`src/rtl/cpu_io_port.sv`:
```
// CPU word-port peripheral: a host->CPU RX FIFO and a CPU->host TX FIFO, both first-word-fall-through.
// Define CPU_IO_STATS_EN to add the rx_count/tx_count accepted-transfer counters.

module cpu_io_fifo #(
  parameter int DEPTH = 8,
  parameter int WIDTH = 64
) (
  input  logic             clk,
  input  logic             reset,
  input  logic             push,
  input  logic             pop,
  input  logic [WIDTH-1:0] wdata,
  output logic [WIDTH-1:0] rdata,
  output logic             full,
  output logic             empty
);
  localparam int AW = $clog2(DEPTH);

  // Top bit of each pointer is the wrap bit, toggled by natural binary overflow.
  logic [AW:0]      wptr, rptr;
  logic [WIDTH-1:0] mem [DEPTH];

  always_ff @(posedge clk)
    if (push) mem[wptr[AW-1:0]] <= wdata;

  always_ff @(posedge clk or negedge reset) begin
    if (!reset) begin
      wptr <= '0;
      rptr <= '0;
    end else begin
      if (push) wptr <= wptr + {{AW{1'b0}}, 1'b1};
      if (pop)  rptr <= rptr + {{AW{1'b0}}, 1'b1};
    end
  end

  assign empty = (wptr == rptr);
  assign full  = (wptr[AW-1:0] == rptr[AW-1:0]) && (wptr[AW] != rptr[AW]);
  assign rdata = empty ? '0 : mem[rptr[AW-1:0]];
endmodule

module cpu_io_port #(
  parameter int DEPTH = 8,
  parameter int WIDTH = 64
) (
  input  logic             clk,
  input  logic             reset,
  input  logic             in_signal,
  output logic [WIDTH-1:0] in_data,
  output logic             in_avail,
  input  logic             out_signal,
  input  logic [WIDTH-1:0] out_data,
  output logic             out_space,
  input  logic             host_in_valid,
  output logic             host_in_ready,
  input  logic [WIDTH-1:0] host_in_data,
  output logic             host_out_valid,
  input  logic             host_out_ready,
  output logic [WIDTH-1:0] host_out_data,
  output logic             in_underflow,
  output logic             out_overflow
`ifdef CPU_IO_STATS_EN
  ,
  output logic [31:0]      rx_count,
  output logic [31:0]      tx_count
`endif
);
  logic rx_full, rx_empty, rx_push, rx_pop;
  logic tx_full, tx_empty, tx_push, tx_pop;

  // A same-cycle CPU read frees a slot, so a full RX still takes the host word.
  assign host_in_ready = !rx_full || in_signal;
  assign rx_push       = host_in_valid && host_in_ready;
  assign rx_pop        = in_signal && !rx_empty;

  assign tx_pop  = !tx_empty && host_out_ready;
  assign tx_push = out_signal && (!tx_full || tx_pop);

  cpu_io_fifo #(.DEPTH(DEPTH), .WIDTH(WIDTH)) u_rx (
    .clk   (clk),
    .reset (reset),
    .push  (rx_push),
    .pop   (rx_pop),
    .wdata (host_in_data),
    .rdata (in_data),
    .full  (rx_full),
    .empty (rx_empty)
  );

  cpu_io_fifo #(.DEPTH(DEPTH), .WIDTH(WIDTH)) u_tx (
    .clk   (clk),
    .reset (reset),
    .push  (tx_push),
    .pop   (tx_pop),
    .wdata (out_data),
    .rdata (host_out_data),
    .full  (tx_full),
    .empty (tx_empty)
  );

  assign in_avail       = !rx_empty;
  assign out_space      = !tx_full;
  assign host_out_valid = !tx_empty;

  // Error flags are sticky until reset; a same-cycle host push never rescues an empty read.
  always_ff @(posedge clk or negedge reset) begin
    if (!reset) begin
      in_underflow <= 1'b0;
      out_overflow <= 1'b0;
    end else begin
      if (in_signal && rx_empty)           in_underflow <= 1'b1;
      if (out_signal && tx_full && !tx_pop) out_overflow <= 1'b1;
    end
  end

`ifdef CPU_IO_STATS_EN
  always_ff @(posedge clk or negedge reset) begin
    if (!reset) begin
      rx_count <= '0;
      tx_count <= '0;
    end else begin
      if (rx_pop)  rx_count <= rx_count + 32'd1;
      if (tx_push) tx_count <= tx_count + 32'd1;
    end
  end
`endif
endmodule

```
`config.mk`:
```
export PLATFORM = sky130hd
export DESIGN_NAME = cpu_io_port
export DESIGN_NICKNAME = d
export VERILOG_FILES = /design/src/rtl/cpu_io_port.sv
export SDC_FILE = /design/constraint.sdc
export NUM_CORES = 1
export LEC_CHECK = 0
export CAP_MARGIN = 20
export CORE_MARGIN = 3
export CORE_UTILIZATION = 50
export DETAILED_ROUTE_END_ITERATION = 16
export PLACE_DENSITY = 0.69
export SLEW_MARGIN = 20
export SYNTH_ARGS = -nofsm -noshare
export SYNTH_HDL_FRONTEND = slang
export SYNTH_SLANG_ARGS = --single-unit
```
`constraint.sdc`:
```
create_clock -name clk -period 11.4 [get_ports clk]
set_input_delay 1.14 -clock clk [delete_from_list [all_inputs] [get_ports clk]]
set_output_delay 1.14 -clock clk [all_outputs]
set_load 0.05 [all_outputs]
```
==> metrics.log <==
[metrics] run status: complete, no violations
[metrics] hold path startpoint: in_underflow
[metrics] overall die area: between 0.08 and 0.09 mm²
[metrics] R2R Path Start: u_tx.rptr[1]
[metrics] Routed Wire Length: 79,500 µm
[metrics] chip height: 289 µm
[metrics] areal power density over the cells: 302 mW/mm²
[metrics] data arrival time of the critical path: 4.42 ns
[metrics] clk sink count: 1,042
[metrics] post-synthesis area per instance: 23.0 µm²
[metrics] CP max FO: 69
[metrics] maximum frequency from static timing analysis: roughly 0.18 GHz
[metrics] setup repair after global routing missed its margin: no
[metrics] Pleak: around 15 nW
[metrics] Die Width: 289 µm
[metrics] Final min period: 5.56 ns
[metrics] detailed-route via count: 18,300
[metrics] post-synthesis cell area: between 0.03 and 0.04 mm²
[metrics] Post-Synthesis Net Count: 1,876
[metrics] filler cell count in the final layout: 5,535
[metrics] critical register-to-register path endpoint: u_tx.mem[4][18]
[metrics] count of pins over their slew limit: 0
[metrics] largest net degree at the start of global routing: about 110
[metrics] proportion of synthesized area in mux cells: 0.177
[metrics] dominant cells by area after synthesis: sky130_fd_sc_hd__edfxtp_1 (77%), sky130_fd_sc_hd__mux4_2 (14%), sky130_fd_sc_hd__mux2i_1 (3.2%), sky130_fd_sc_hd__nor2_1 (1.3%), sky130_fd_sc_hd__dfrtp_1 (1.1%)
[metrics] dominant combinational cell family by area after synthesis: multiplexers
[metrics] final setup TNS: 0 ns
[metrics] number of levels the H-tree was split into: 3
[metrics] final total power: ~0.014 W
[metrics] Max Cap Viol: 0
[metrics] Detailed Routing Iterations Pass 1: 5
[metrics] kind of start point of the critical path: register
[metrics] most instantiated cells after synthesis: sky130_fd_sc_hd__edfxtp_1 (1,024), sky130_fd_sc_hd__mux4_2 (256), sky130_fd_sc_hd__nor2_1 (136), sky130_fd_sc_hd__mux2i_1 (128), sky130_fd_sc_hd__buf_2 (56)
[metrics] global route total overflow: 0
[metrics] first-pass GRT wire length: 121,000 µm
[metrics] port buffer count: 267
[metrics] number of buffers inserted to repair setup after CTS: 0
[metrics] slowest cell on the critical path: sky130_fd_sc_hd__dfrtp_4
[metrics] share of the yosys chip area belonging to registers: 0.781
[metrics] cells along the critical path: xnor2_1 -> nand3_1 -> nor2_4 -> buf_4 -> nor2_1 -> clkdlybuf4s50_1
[metrics] Adder-Cell Fraction of Synth Area: 0.00125
[metrics] slowest stage delay, CP: 1.15 ns
[metrics] Final #Nets: 2,188
[metrics] area fraction in and, or, nand and nor cells after synthesis: 0.0184
[metrics] cell depth of the worst min-delay path: 1
[metrics] post-cts repair resize count: 0
[metrics] number of cells on the worst reg-to-reg path: 5
[metrics] total clock buffers created by CTS: 103
[metrics] Hold Crit Class: register to register
[metrics] vias in the first global route: 19,600
[metrics] post-synthesis share of cell area spent on xor and xnor gates: 0.00373
[metrics] initial cell density of the core: 0.505
[metrics] slew margin rel.: 0.265
[metrics] worst clock skew on the final layout: 0.0170 ns
[metrics] count of hold-fix buffers inserted at cts: 0
[metrics] final weighted congestion in routability-driven placement: around 0.71
[metrics] fraction of post-synthesis cell area in the top cell type by area: 0.770
[metrics] register-to-register setup slack: between 7 and 8 ns
[metrics] Critical Setup Path Class: register to output pin
[metrics] maximum number of buffers from clock root to sink: 3
[metrics] clock insertion delay at the later pin of the skew report: 0.66 ns
[metrics] clock tree from TritonCTS: done
[metrics] placement row count: 103
[metrics] antenna violations before repair: 11
[metrics] number of top-level design ports: 268
[metrics] detailed placer's ending HPWL: 42,600 µm
[metrics] main flop type after synthesis: sky130_fd_sc_hd__edfxtp_1
[metrics] routed length per placed instance: 24.9 µm
[metrics] remaining antenna violation count after routing: 0
[metrics] data required time at the worst endpoint: 10.26 ns
[metrics] global routing usage summed across all routing layers: 0.193
[metrics] Synth Instances: 1,738
[metrics] fraction of layout instances using a drive strength above 1: 0.217
[metrics] final setup vio count: 0
[metrics] crit share post-route: 0.487
[metrics] yosys warns: 0
[metrics] Hold Vio Cnt, Final: 0
[metrics] most common cell in the netlist: sky130_fd_sc_hd__edfxtp_1
[metrics] core area: 0.0791 mm²
[metrics] Yosys cell types: 39
[metrics] pin slew with the least headroom to its limit: 1.10 ns
[metrics] post-detailed-route DRC marker count: 0
[metrics] Layout area overhead: 17.7%
[metrics] root cell of the clock tree: sky130_fd_sc_hd__clkbuf_16
[metrics] initial drt markers: roughly 1,600
[metrics] worst supply voltage drop on vdd: 0.424 mV
[metrics] library cell with the largest summed area after synthesis: sky130_fd_sc_hd__edfxtp_1
[metrics] average vias per placed instance: 5.74
[metrics] Critical Path Sink Type: output pin
[metrics] post-synthesis compound-gate area fraction: 0.00210
[metrics] share of synthesized registers carrying an async set or reset: 0.0173
[metrics] crit path setup slack, layout: 5.84 ns
[metrics] worst slack, placed: 6.45 ns
[metrics] number of synthesized flops with an enable pin: 1,024
[metrics] flip-flop and latch count after synthesis: 1,042
[metrics] worst hold endpoint: in_underflow
[metrics] clock slew at the register clock pins of the worst setup and hold paths: approximately 0.06 ns
==> worst max path at each step <==
| stage | start | endpoint | slack [ns] | cells past startpoint |
|---|---|---|---|---|
| 2_1_floorplan | host_out_ready | u_tx.mem[3][0] | 2.57 | 3 |
| 3_3_place_gp | u_rx.rptr[0] | in_data[5] | 6.53 | 6 |
| 3_5_place_dp | u_tx.rptr[1] | host_out_data[63] | 6.45 | 6 |
| 4_1_cts | u_tx.rptr[1] | host_out_data[63] | 5.74 | 6 |
| 5_1_grt | u_rx.rptr[0] | in_data[45] | 5.55 | 6 |
| 6_report | u_tx.rptr[1] | host_out_data[63] | 5.84 | 6 |
==> registers in the layout, indices dropped and copies added (netlist names) <==
| register | count |
|---|---|
| u_rx.rptr | 4 |
| u_rx.wptr | 4 |
| u_rx.mem | 512 |
| u_tx.mem | 512 |
| in_underflow | 1 |
| out_overflow | 1 |
| u_tx.wptr | 4 |
| u_tx.rptr | 4 |
==> metal layers <==
layer,track usage,share of wire
met1,0.257,0.41
met2,0.334,0.52
met3,0.0362,0.064
met4,0.0488,0.015
met5,0,0.00084
==> through the flow <==
step | util | hold WS, ns | instances | area, µm²
after CTS | 0.594 | 0.466 | 3179 | 47000
after global placement | 0.553 | 0.446 | 2995 | 43700
after detailed placement | 0.553 | 0.453 | 2995 | 43700
after global routing | 0.594 | 0.478 | 3181 | 47000
after floorplan | - | 0.505 | 1738 | 40000
final | 0.594 | 0.461 | 3185 | 47000
==> placed cells by master (no fill, tap or decap), drive strengths merged, types with 2 or more instances in the layout <==
cell type         n
ha                4
mux4            256
nor4b             3
nor3b             2
clkdlybuf4s50   267
o311ai            3
clkbuf          127
clkinv           41
nor2            136
edfxtp         1024
nand3             4
a21o              2
dfrtp            18
bufinv           10
nand4             4
xnor2            16
nand2            10
mux2              4
nor3              4
o21ai             4
mux2i           128
buf              36
inv               8
diode             6
o211ai            2
clkinvlp          3
nor4              4
==> cell families (layout without fill, tap and decap cells) <==
| group | count (synthesis) | count (layout) |
|---|---|---|
| buffers and inverters | 101 | 492 |
| other | 0 | 6 |
| AO/OA/AOI/OAI | 12 | 12 |
| multiplexers | 388 | 388 |
| XOR/XNOR | 17 | 17 |
| flip-flops | 1042 | 1042 |
| adder cells (fa/ha/maj) | 4 | 4 |
| AND/OR/NAND/NOR | 174 | 174 |
==> worst max-delay path: cells and delay by family, from the launching register on <==
family        cells  cell delay, ns
xor+xnor          1            0.24
flops             1            1.15
simple gates      3            1.02
buf+inv           2            1.30
==> report_power, final <==
group	internal (W)	switching, W	total (W)
clock network	0.00189	0.00137	0.00326
logic	0.00217	0.00362	0.00579
registers	0.00484	0.000311	0.00516
==> layout make-up <==
cell class                      instances  area, µm²  area share
Clock buffer                          127       2670      0.0567
Tap cell                             1050       1310      0.0279
Timing Repair Buffer                  303       2960      0.0628
Clock inverter                         57        624      0.0133
Antenna cell                            6       15.0    0.000319
Multi-Input combinational cell        595       8220       0.175
Sequential cell                      1042      31200       0.664
Inverter                                5       18.8    0.000399
Note: power is estimated with default switching activity, not from simulation.
